File: src/rtl/exec_ctrl_if.sv
// Fetch handshake plus execute-stage control bus of exec_ctrl.
// master = controller side, slave = fetch/execute side.
interface exec_ctrl_if #(
    parameter int RW         = 16,
    parameter int REGNO_LOG  = 3,
    parameter int REGNO      = 8,
    parameter int ALU_MODE_W = 4
);
    logic [RW-1:0]         i_instr;
    logic                  i_instr_valid;
    logic                  o_instr_ready;
    logic                  o_flush;
    logic                  i_ex_ready;
    logic                  i_resume;
    logic                  o_halted;
    logic                  o_illegal;
    logic [RW-1:0]         o_imm;
    logic                  c_pc_inc;
    logic                  c_pc_ie;
    logic                  c_r_bus_imm;
    logic                  c_alu_carry_en;
    logic                  c_alu_flags_ie;
    logic [ALU_MODE_W-1:0] c_alu_mode;
    logic [REGNO_LOG-1:0]  c_l_reg_sel;
    logic [REGNO_LOG-1:0]  c_r_reg_sel;
    logic [REGNO-1:0]      c_rf_ie;

    modport master (
        input  i_instr, i_instr_valid, i_ex_ready, i_resume,
        output o_instr_ready, o_flush, o_halted, o_illegal, o_imm,
               c_pc_inc, c_pc_ie, c_r_bus_imm, c_alu_carry_en, c_alu_flags_ie,
               c_alu_mode, c_l_reg_sel, c_r_reg_sel, c_rf_ie
    );

    modport slave (
        output i_instr, i_instr_valid, i_ex_ready, i_resume,
        input  o_instr_ready, o_flush, o_halted, o_illegal, o_imm,
               c_pc_inc, c_pc_ie, c_r_bus_imm, c_alu_carry_en, c_alu_flags_ie,
               c_alu_mode, c_l_reg_sel, c_r_reg_sel, c_rf_ie
    );
endinterface

File: src/rtl/exec_ctrl.sv
// Decode/sequencing controller: 2 cycles per one-word op, 3 per two-word op; holds in EXEC while i_ex_ready=0.
// Optional EXEC_CTRL_RETIRE_CNT_EN adds the o_retired counter of executed instructions.
module exec_ctrl #(
    parameter int              RW         = 16,
    parameter int              REGNO_LOG  = 3,
    parameter int              REGNO      = 8,
    parameter int              ALU_MODE_W = 4,
    parameter logic [ALU_MODE_W-1:0] ALU_PASS_R = 4'hF
) (
    input  logic          i_clk,
    input  logic          i_rst,
    exec_ctrl_if.master   bus
`ifdef EXEC_CTRL_RETIRE_CNT_EN
    ,
    output logic [RW-1:0] o_retired
`endif
);
    typedef enum logic [1:0] {S_FETCH, S_IMM, S_EXEC, S_HALT} state_t;

    localparam logic [2:0] OP_ALU_RR  = 3'd1;
    localparam logic [2:0] OP_ALU_RI  = 3'd2;
    localparam logic [2:0] OP_ALU_RRC = 3'd3;
    localparam logic [2:0] OP_JMP_I   = 3'd4;
    localparam logic [2:0] OP_HALT    = 3'd5;

    state_t        state, state_nxt;
    logic [RW-1:0] ir, imm_q;
    logic          instr_ready;
    logic          accept;
    logic [2:0]    op, fetch_op;

    assign accept   = instr_ready & bus.i_instr_valid;
    assign op       = ir[2:0];
    assign fetch_op = bus.i_instr[2:0];
    assign bus.o_instr_ready = instr_ready;
    assign bus.o_imm         = imm_q;

    always_ff @(posedge i_clk or posedge i_rst) begin
        if (i_rst) begin
            state <= S_FETCH;
            ir    <= '0;
            imm_q <= '0;
        end else begin
            state <= state_nxt;
            if (state == S_FETCH && accept) ir    <= bus.i_instr;
            if (state == S_IMM && accept)   imm_q <= bus.i_instr;
        end
    end

    always_comb begin
        state_nxt = state;
        case (state)
            S_FETCH: if (accept) begin
                if (fetch_op == OP_ALU_RI || fetch_op == OP_JMP_I) state_nxt = S_IMM;
                else if (fetch_op[2:1] == 2'b11)                   state_nxt = S_FETCH;
                else                                               state_nxt = S_EXEC;
            end
            S_IMM:   if (accept) state_nxt = S_EXEC;
            S_EXEC:  if (bus.i_ex_ready) state_nxt = (op == OP_HALT) ? S_HALT : S_FETCH;
            S_HALT:  if (bus.i_resume) state_nxt = S_FETCH;
            default: state_nxt = S_FETCH;
        endcase
    end

    // Everything is forced low while reset is held, including the FETCH-state ready.
    always_comb begin
        instr_ready        = 1'b0;
        bus.o_flush        = 1'b0;
        bus.o_halted       = 1'b0;
        bus.o_illegal      = 1'b0;
        bus.c_pc_inc       = 1'b0;
        bus.c_pc_ie        = 1'b0;
        bus.c_r_bus_imm    = 1'b0;
        bus.c_alu_carry_en = 1'b0;
        bus.c_alu_flags_ie = 1'b0;
        bus.c_alu_mode     = '0;
        bus.c_l_reg_sel    = '0;
        bus.c_r_reg_sel    = '0;
        bus.c_rf_ie        = '0;
        if (!i_rst) begin
            case (state)
                S_FETCH: begin
                    instr_ready   = 1'b1;
                    bus.c_pc_inc  = bus.i_instr_valid;
                    bus.o_illegal = bus.i_instr_valid && (fetch_op[2:1] == 2'b11);
                end
                S_IMM: begin
                    instr_ready  = 1'b1;
                    bus.c_pc_inc = bus.i_instr_valid;
                end
                S_EXEC: begin
                    bus.c_l_reg_sel = ir[12:10];
                    bus.c_r_reg_sel = ir[15:13];
                    bus.c_alu_mode  = (op == OP_JMP_I) ? ALU_PASS_R : ir[6:3];
                    bus.c_r_bus_imm = (op == OP_ALU_RI) || (op == OP_JMP_I);
                    if (bus.i_ex_ready) begin
                        if (op == OP_ALU_RR || op == OP_ALU_RI || op == OP_ALU_RRC) begin
                            bus.c_rf_ie        = {{(REGNO-1){1'b0}}, 1'b1} << ir[9:7];
                            bus.c_alu_flags_ie = 1'b1;
                            bus.c_alu_carry_en = (op == OP_ALU_RRC);
                        end else if (op == OP_JMP_I) begin
                            bus.c_pc_ie = 1'b1;
                            bus.o_flush = 1'b1;
                        end
                    end
                end
                S_HALT:  bus.o_halted = 1'b1;
                default: ;
            endcase
        end
    end

`ifdef EXEC_CTRL_RETIRE_CNT_EN
    logic [RW-1:0] retire_cnt;
    logic          retire_inc;

    assign retire_inc = (state == S_EXEC) && bus.i_ex_ready;
    assign o_retired  = retire_cnt;

    always_ff @(posedge i_clk or posedge i_rst) begin
        if (i_rst) retire_cnt <= '0;
        else       retire_cnt <= retire_cnt + RW'(retire_inc);
    end
`endif
endmodule
File: src/flat_wrapper.sv
// flat-port wrapper written by rule: the top's interface ports become plain ports
module exec_ctrl_flat 
#(
    parameter int              RW         = 16,
    parameter int              REGNO_LOG  = 3,
    parameter int              REGNO      = 8,
    parameter int              ALU_MODE_W = 4,
    parameter logic [ALU_MODE_W-1:0] ALU_PASS_R = 4'hF
)
  (i_clk, i_rst, bus_i_instr, bus_i_instr_valid, bus_i_ex_ready, bus_i_resume, bus_o_instr_ready, bus_o_flush, bus_o_halted, bus_o_illegal, bus_o_imm, bus_c_pc_inc, bus_c_pc_ie, bus_c_r_bus_imm, bus_c_alu_carry_en, bus_c_alu_flags_ie, bus_c_alu_mode, bus_c_l_reg_sel, bus_c_r_reg_sel, bus_c_rf_ie);
  exec_ctrl_if #(.RW(RW), .REGNO_LOG(REGNO_LOG), .REGNO(REGNO), .ALU_MODE_W(ALU_MODE_W)) bus_i ();
  input  logic i_clk;
  input  logic i_rst;
  input wire logic [$bits(bus_i.i_instr)-1:0] bus_i_instr;
  input wire logic [$bits(bus_i.i_instr_valid)-1:0] bus_i_instr_valid;
  input wire logic [$bits(bus_i.i_ex_ready)-1:0] bus_i_ex_ready;
  input wire logic [$bits(bus_i.i_resume)-1:0] bus_i_resume;
  output wire logic [$bits(bus_i.o_instr_ready)-1:0] bus_o_instr_ready;
  output wire logic [$bits(bus_i.o_flush)-1:0] bus_o_flush;
  output wire logic [$bits(bus_i.o_halted)-1:0] bus_o_halted;
  output wire logic [$bits(bus_i.o_illegal)-1:0] bus_o_illegal;
  output wire logic [$bits(bus_i.o_imm)-1:0] bus_o_imm;
  output wire logic [$bits(bus_i.c_pc_inc)-1:0] bus_c_pc_inc;
  output wire logic [$bits(bus_i.c_pc_ie)-1:0] bus_c_pc_ie;
  output wire logic [$bits(bus_i.c_r_bus_imm)-1:0] bus_c_r_bus_imm;
  output wire logic [$bits(bus_i.c_alu_carry_en)-1:0] bus_c_alu_carry_en;
  output wire logic [$bits(bus_i.c_alu_flags_ie)-1:0] bus_c_alu_flags_ie;
  output wire logic [$bits(bus_i.c_alu_mode)-1:0] bus_c_alu_mode;
  output wire logic [$bits(bus_i.c_l_reg_sel)-1:0] bus_c_l_reg_sel;
  output wire logic [$bits(bus_i.c_r_reg_sel)-1:0] bus_c_r_reg_sel;
  output wire logic [$bits(bus_i.c_rf_ie)-1:0] bus_c_rf_ie;
  assign bus_i.i_instr = bus_i_instr;
  assign bus_i.i_instr_valid = bus_i_instr_valid;
  assign bus_i.i_ex_ready = bus_i_ex_ready;
  assign bus_i.i_resume = bus_i_resume;
  assign bus_o_instr_ready = bus_i.o_instr_ready;
  assign bus_o_flush = bus_i.o_flush;
  assign bus_o_halted = bus_i.o_halted;
  assign bus_o_illegal = bus_i.o_illegal;
  assign bus_o_imm = bus_i.o_imm;
  assign bus_c_pc_inc = bus_i.c_pc_inc;
  assign bus_c_pc_ie = bus_i.c_pc_ie;
  assign bus_c_r_bus_imm = bus_i.c_r_bus_imm;
  assign bus_c_alu_carry_en = bus_i.c_alu_carry_en;
  assign bus_c_alu_flags_ie = bus_i.c_alu_flags_ie;
  assign bus_c_alu_mode = bus_i.c_alu_mode;
  assign bus_c_l_reg_sel = bus_i.c_l_reg_sel;
  assign bus_c_r_reg_sel = bus_i.c_r_reg_sel;
  assign bus_c_rf_ie = bus_i.c_rf_ie;
  exec_ctrl #(.RW(RW), .REGNO_LOG(REGNO_LOG), .REGNO(REGNO), .ALU_MODE_W(ALU_MODE_W), .ALU_PASS_R(ALU_PASS_R)) u_core (.i_clk(i_clk), .i_rst(i_rst), .bus(bus_i));
endmodule
File: config.mk
export PLATFORM = sky130hd
export DESIGN_NAME = exec_ctrl_flat
export DESIGN_NICKNAME = d
export VERILOG_FILES = /design/src/rtl/exec_ctrl_if.sv /design/src/rtl/exec_ctrl.sv /design/src/flat_wrapper.sv
export SDC_FILE = /design/constraint.sdc
export NUM_CORES = 1
export LEC_CHECK = 0
export ABC_AREA = 1
export BUFFER_PORTS_ARGS = -buffer_cell sky130_fd_sc_hd__buf_2
export CAP_MARGIN = 20
export CORE_MARGIN = 1
export CORE_UTILIZATION = 48
export CTS_CLUSTER_SIZE = 30
export DETAILED_ROUTE_END_ITERATION = 16
export GPL_ROUTABILITY_DRIVEN = 0
export PLACE_DENSITY = 0.88
export SYNTH_ARGS = -nofsm -noshare
export SYNTH_HDL_FRONTEND = slang
export SYNTH_SLANG_ARGS = --single-unit
export TNS_END_PERCENT = 5
File: constraint.sdc
create_clock -name i_clk -period 1.85 [get_ports i_clk]
set_input_delay 0.0925 -clock i_clk [delete_from_list [all_inputs] [get_ports i_clk]]
set_output_delay 0.0925 -clock i_clk [all_outputs]
set_load 0.005 [all_outputs]
==> run metrics, run 1 <==
Crit Path Max Fanout 12; number of global-route vias before repair between 1000 and 1500; pin count of the biggest net entering global routing 33; post-synthesis mux area share 0; Seq/Total Area, Yosys 0.513; # diodes 0; die area between 3000 and 4000 sq um; failing checks negative hold slack; Mapped Cells between 200 and 250; critical path's slowest cell dfrtp_2; Worst Setup Start Kind flip-flop; Sw Share 0.368; Iteration-0 DRC Markers 96; Seq pwr share 0.449; Compound-Gate Fraction of Synth Area 0.118; Die Y about 60 um; Tightest Hold Check Type input port to flip-flop; Root Buffer clkbuf_4; Logic pwr share 0.357; Max Slew Vio Count 0; Fin. Hold Viols 2; period utilization 0.914; delay of the slowest critical-path stage 0.49 ns; PwrDens 1330 nW/um^2; first-pass GRT wire length about 5.8 mm; relative slew slack 0.632; Util after Layout 0.700; Syn Nets ~230; Setup CP Type flip-flop to primary output; Leak Pwr ~1.3 nW; outcome complete, but fails checks; Synth Area in Simple Gates 0.246; maximum vdd drop around 0.63 mV; Port Buf Inserts 63; CTS tree done; Crit. End Element primary output; Ys Warns 0; critical-path cell list nor2_2 -> nand2_2 -> nor3b_1 -> buf_2; max_cap viols 0; Pint around 0.0018 W; main combinational cell family by area after synthesis simple AND/OR/NAND/NOR gates; syn avg cell area around 7.9 sq um; net switching power ~0.0011 W; Post-DRT Antenna Nets 0; num ports 64; DRC 0; mapped cell area 1660 sq um; post-synth cell types 21; CORE AREA 3150 sq um; clk_lat worst skew 0.34 ns; DIE WIDTH slightly above 60 um; total wire length approximately 3.8 mm; Area Overhead vs Synth 33.1%; initial antenna violation count 0; Clock Skew roughly 0.0078 ns; RSZ-0062 raised after global routing false; Post-Route Setup TNS 0 ns; Min Hold Slack -0.00450 ns; TritonCTS sink count 34; WL/cell roughly 11 um; CTS Buffer Depth 2; critical path arrival around 1.6 ns; CTS Buf Count 5; dpl hpwl approximately 2.6 mm; fin nets 310; FP Rows 20; commonest cells after routing, fill and taps aside 63 x buf_2, 47 x nand2_1, 34 x inv_1, 32 x dfrtp_1, 30 x nor2_1; clk slew on worst S/H paths roughly 0.10 ns; DRT Pass-1 Iters 4; required time of the critical path between 1.5 and 2 ns; Post-Synth Adder-Cell Area 0; Clk pwr share 0.195; share of cells above drive strength 1 0.325; global route overflow 0; synthesized flop and latch total 34; FMAX approximately 0.59 GHz; Total GRT Usage 0.218; most common cell after layout, fill and taps aside buf_2; Worst-Margin Slew 0.551 ns; Fillers 258; H-tree level count 2; Starting Density 0.526; fin crit period between 1.5 and 2 ns; Setup violations, final 0; drt via density approximately 4.7; via count approximately 1600; Post-Synth XOR/XNOR Area 0
[worst max-delay path: cells and delay by family (launching register included)]
| kind | cells | cell delay (ns) |
|---|---|---|
| DFF | 1 | 0.49 |
| and+or+nand+nor | 3 | 0.61 |
| buffers and inverters | 1 | 0.16 |
[area by class of cell]
type | instances | area, sq um | share of cell area
clock buffer | 6 | 51.3 | 0.0233
clock inverter | 1 | 30.0 | 0.0136
inverter | 37 | 139 | 0.0630
multi-input combinational | 131 | 607 | 0.275
sequential | 34 | 853 | 0.387
tap | 44 | 55.1 | 0.0250
timing repair buffer | 80 | 470 | 0.213
[flip-flops by register name, indices dropped and copies added (netlist names)]
signal / count
u_core.ir: 16
u_core.bus.o_imm: 16
u_core.state: 2
[what timing repair did]
action / in CTS / in global routing
setup endpoints to repair: 0 / 4
hold endpoints to repair: 43 / 1
hold buffers: 10 / 1
buffers inserted: 0 / 3
resized for setup: 0 / 3
[layer usage]
layer  track usage  part of all wire  vias to the layer above
li1              -                 -                      793
met1         0.265              0.43                      708
met2         0.378              0.50                       50
met3        0.0533             0.057                        8
met4        0.0779             0.015                        0
met5             0                 0                        -
[power by group through the flow]
stage | combinational, W | sequential [W] | clock, W
2_1_floorplan | 0.000687 | 0.00128 | 0
3_3_place_gp | 0.000965 | 0.00130 | 0
3_5_place_dp | 0.00101 | 0.00131 | 0
4_1_cts | 0.00103 | 0.00131 | 0.000577
5_1_grt | 0.00121 | 0.00135 | 0.000610
6_report | 0.00104 | 0.00131 | 0.000570
[Yosys cell counts, drive strengths merged]
cell / instances / area (sq um)
o21ai: 36 / 191
nor3: 2 / 21.3
nand3b: 1 / 7.51
nand3: 5 / 30.0
nand2: 52 / 205
dfrtp: 34 / 851
inv: 37 / 139
buf: 8 / 63.8
nor3b: 1 / 7.51
a21oi: 1 / 5.00
nor2: 33 / 136
[metrics by stage]
| stage | instance area [sq um] | power, W | hold slack (ns) | cells | setup slack (ns) |
|---|---|---|---|---|---|
| global placement | 1990 | 0.00226 | 0.223 | 312 | 0.404 |
| finish | 2210 | 0.00293 | -0.00450 | 333 | 0.159 |
| global route | 2210 | 0.00317 | 0.0160 | 333 | 0.0155 |
| detailed placement | 1990 | 0.00232 | 0.237 | 312 | 0.352 |
| floorplan | 1660 | 0.00196 | 0.211 | 210 | 0.192 |
| CTS | 2170 | 0.00291 | 0.000542 | 329 | 0.00509 |
[worst paths after layout]
kind	startpoint	to	slack (ns)	depth (start not counted)
setup reg to reg	u_core.state[1]$_DFFE_PP0P_	u_core.bus.o_imm[14]$_DFFE_PP0P_	0.33	3
max in group asynchronous	i_rst	u_core.state[1]$_DFFE_PP0P_	1.17	4
min in group asynchronous	i_rst	u_core.ir[9]$_DFFE_PP0P_	0.44	4
hold / removal	bus_i_instr[11]	u_core.ir[11]$_DFFE_PP0P_	-0.004	3
setup / recovery	u_core.state[0]$_DFFE_PP0P_	bus_c_pc_ie	0.16	4
hold reg to reg	u_core.bus.o_imm[15]$_DFFE_PP0P_	u_core.bus.o_imm[15]$_DFFE_PP0P_	0.49	2
[kinds of logic (layout without fill, tap and decap cells)]
logic type             count (synthesis)  after routing
AO/OA/AOI/OAI                         37             37
buffers and inverters                 45            124
flip-flops                            34             34
AND/OR/NAND/NOR                       94             94
Note: power is estimated with default switching activity, not from simulation.
==> inputs of run 2 (changes only) <==
--- a/config.mk
+++ b/config.mk
@@ -5,7 +5,6 @@
 export SDC_FILE = /design/constraint.sdc
 export NUM_CORES = 1
 export LEC_CHECK = 0
-export ABC_AREA = 1
 export BUFFER_PORTS_ARGS = -buffer_cell sky130_fd_sc_hd__buf_2
 export CAP_MARGIN = 20
 export CORE_MARGIN = 1
@@ -14,6 +13,7 @@
 export DETAILED_ROUTE_END_ITERATION = 16
 export GPL_ROUTABILITY_DRIVEN = 0
 export PLACE_DENSITY = 0.88
+export SKIP_CTS_REPAIR_TIMING = 1
 export SYNTH_ARGS = -nofsm -noshare
 export SYNTH_HDL_FRONTEND = slang
 export SYNTH_SLANG_ARGS = --single-unit
==> run metrics, run 2 <==
outcome finished clean; first-pass GRT wire length 5.22 mm (-10%); mapped cell area 1640 sq um (-1.3%); CTS tree done; Worst Hold Launch bus_i_instr[6]; DIE WIDTH 60.4 um (-0.63%); Clock Skew 0.00598 ns (-0.00179 ns); most common cell after layout, fill and taps aside buf_2; drt via density 4.95 (+5.7%); WL/cell 13.8 um (+21%); Storage cell area 853 sq um (unchanged); dpl hpwl 2.46 mm (-7.2%); # diodes 0 (unchanged); Area Overhead vs Synth 34.5%; total wire length 3.50 mm (-8.0%); synthesized flop and latch total 34 (unchanged); Port Buf Inserts 63 (unchanged); CTS Buffer Depth 2 (unchanged); CTS Buf Count 5 (unchanged); initial antenna violation count 0 (unchanged); Total GRT Usage 0.200 (-0.0185); number of global-route vias before repair 1174 (-16%); Buf/Inv on CP 1 (unchanged); Sw Share 0.323 (-0.0453); post-synth cell types 32 (+52%); global route overflow 0 (unchanged); Starting Density 0.519 (-0.00675); die area 3650 sq um (-1.2%); num ports 64 (unchanged); Mapped Cells 129 (-39%); delay of the slowest critical-path stage 0.50 ns (about the same); hold path depth 2 (-1); maximum vdd drop 0.995 mV (+59%); multi-input combinational cell area 744 sq um (+23%); Crit Path Max Fanout 9 (-3); Tightest Hold Check Type input port to flip-flop; reg-to-reg setup timing slack 0.38 ns (+0.05 ns); Logic pwr share 0.364 (+0.007); relative slew slack 0.719 (+0.0867); Fin. Hold Viols 0 (-2); required time of the critical path 1.76 ns (about the same); Die Y 60.4 um (-0.63%); clk_lat worst skew 0.33 ns (about the same); Seq/Total Area, Yosys 0.520 (+0.00667); Top Usage Layer GRT met2; commonest cells after routing, fill and taps aside 63 x buf_2, 32 x mux2_2, 32 x dfrtp_1, 9 x nor2_1; DRT Pass-1 Iters 4 (unchanged); Worst-Margin Slew 0.416 ns (-0.135 ns); Setup violations, final 0 (unchanged); family with the most delay on the worst path simple AND/OR/NAND/NOR gates; pin count of the biggest net entering global routing 35 (+6.1%); met2 Resource Use GR 0.339 (-0.0392); RSZ-0062 raised after global routing false; via count 1257 (-19%); met3 global-route usage 0.0448 (-0.00853); Syn Nets 150 (-35%); largest cells by area after synthesis dfrtp_1 52%, mux2_2 22%, and2_1 2.3%, nor2_1 2.3%, o21a_1 1.8%; Setup CP Type flip-flop to primary output; fin nets 230 (-26%); largest area contributor in the netlist dfrtp_1; EDFF count, synth 0 (unchanged); FF-to-FF End u_core.bus.o_imm[15]$_DFFE_PP0P_; Clk pwr share 0.174 (-0.021); Post-synth ARST share 1.00 (unchanged); net switching power 0.000975 W (-9.6%); M1 GR Usage 0.249 (-0.0169); share of cells above drive strength 1 0.576 (+0.251); fin crit period 1.74 ns (+0.0479 ns); Main synth FF type dfrtp_1; critical path's slowest cell dfrtp_2; worst reg2reg path depth 3 (unchanged); commonest cells in the synthesized netlist 34 x dfrtp_1, 32 x mux2_2, 10 x nor2_1; Synth top area share 0.520 (+0.00667); Max Slew Vio Count 0 (unchanged); Leak Pwr 1.10 nW (-12%); syn avg cell area 12.7 sq um (+61%); CORE AREA 3150 sq um (unchanged); Worst Setup Start Kind flip-flop; worst r2r src u_core.state[0]$_DFFE_PP0P_; TritonCTS sink count 34 (unchanged); Util after Layout 0.698 (-0.00159); H-tree level count 2 (unchanged); Min Hold Slack 0.00606 ns (+0.0106 ns); Pint 0.00204 W (+11%); Fillers 251 (-2.7%); DRC 0 (unchanged); WHS Endpoint u_core.ir[6]$_DFFE_PP0P_; FP Rows 20 (unchanged); Crit. End Element primary output; clk slew on worst S/H paths 0.10 ns (about the same); FMAX 0.575 GHz (-2.8%); cell area after layout 2200 sq um (-0.23%); period utilization 0.940 (+0.0259); Post-Route Setup TNS 0 ns (unchanged); max_cap viols 0 (unchanged); critical-path cell list nor3b_4 -> nand4_1 -> nor3_2 -> buf_2; Seq pwr share 0.462 (+0.013); placed cell areas 2000 sq um (+0.63%); Post-DRT Antenna Nets 0 (unchanged); critical path arrival 1.65 ns (+0.05 ns); Root Buffer clkbuf_4; PwrDens 1370 nW/um^2 (+3.4%); Ys Warns 0 (unchanged); Iteration-0 DRC Markers 24 (-75%); top-count cell post-synth dfrtp_1
## run 2: cell count changes after synthesis, moves of 4 or more
cell     change
o21ai_0     -25
nor2_1      -20
mux2_2      +32
o21a_1       +4
nand3_1      -4
o21ai_1      -8
and3_1       +4
inv_1       -30
nand2_1     -44
nand2_2      -4
and2_1       +6
## run 2: final cells by class
type,count,share of cell area
flip-flops and latches,34,0.388
multi-input cells,85,0.338
repair buffers,79,0.207
well taps,44,0.0250
clock inverters,3,0.0182
clock buffers,5,0.0171
inverters,4,0.00682
## run 2: routing by layer
| metal | up-vias | share of wire |
|---|---|---|
| met5 | - | 0 |
| met4 | 0 | 0.0097 |
| met3 | 3 | 0.051 |
| met2 | 51 | 0.49 |
| met1 | 587 | 0.45 |
| li1 | 616 | - |
## run 2: cells by family after synthesis
logic type | share of synthesized area
AND/OR/NAND/NOR | 0.158
flip-flops | 0.520
multiplexers | 0.226
buffers and inverters | 0.0367
AO/OA/AOI/OAI | 0.0428
XOR/XNOR | 0.0107
adder cells (fa/ha/maj) | 0.00612
## run 2: how the worst max path moves through the flow
stage / startpoint / to / slack, ns / cells after the start
after floorplan: u_core.state[1]$_DFFE_PP0P_ / u_core.bus.o_imm[10]$_DFFE_PP0P_ / 0.36 / 4
after global placement: u_core.state[0]$_DFFE_PP0P_ / bus_c_rf_ie[0] / 0.34 / 4
after detailed placement: u_core.state[1]$_DFFE_PP0P_ / bus_c_rf_ie[0] / 0.23 / 4
after CTS: u_core.state[1]$_DFFE_PP0P_ / bus_c_rf_ie[0] / -0.17 / 4
after global routing: u_core.state[0]$_DFFE_PP0P_ / bus_c_rf_ie[5] / 0.008 / 4
final: u_core.state[0]$_DFFE_PP0P_ / bus_c_rf_ie[4] / 0.11 / 4
## run 2: power groups by stage
stage / logic (W) / registers [W] / clock network, W
5_1_grt: 0.00120 / 0.00145 / 0.000571
3_3_place_gp: 0.00100 / 0.00137 / 0
3_5_place_dp: 0.00104 / 0.00139 / 0
4_1_cts: 0.00104 / 0.00138 / 0.000547
2_1_floorplan: 0.000696 / 0.00131 / 0
6_report: 0.00110 / 0.00139 / 0.000526
## run 2: metrics by stage
step | power [W] | std cells | setup slack, ns
after floorplan | 0.00201 | 129 | 0.356
after global placement | 0.00237 | 235 | 0.341
after detailed placement | 0.00244 | 235 | 0.226
after CTS | 0.00297 | 243 | -0.166
after global routing | 0.00322 | 254 | 0.00805
final | 0.00302 | 254 | 0.111
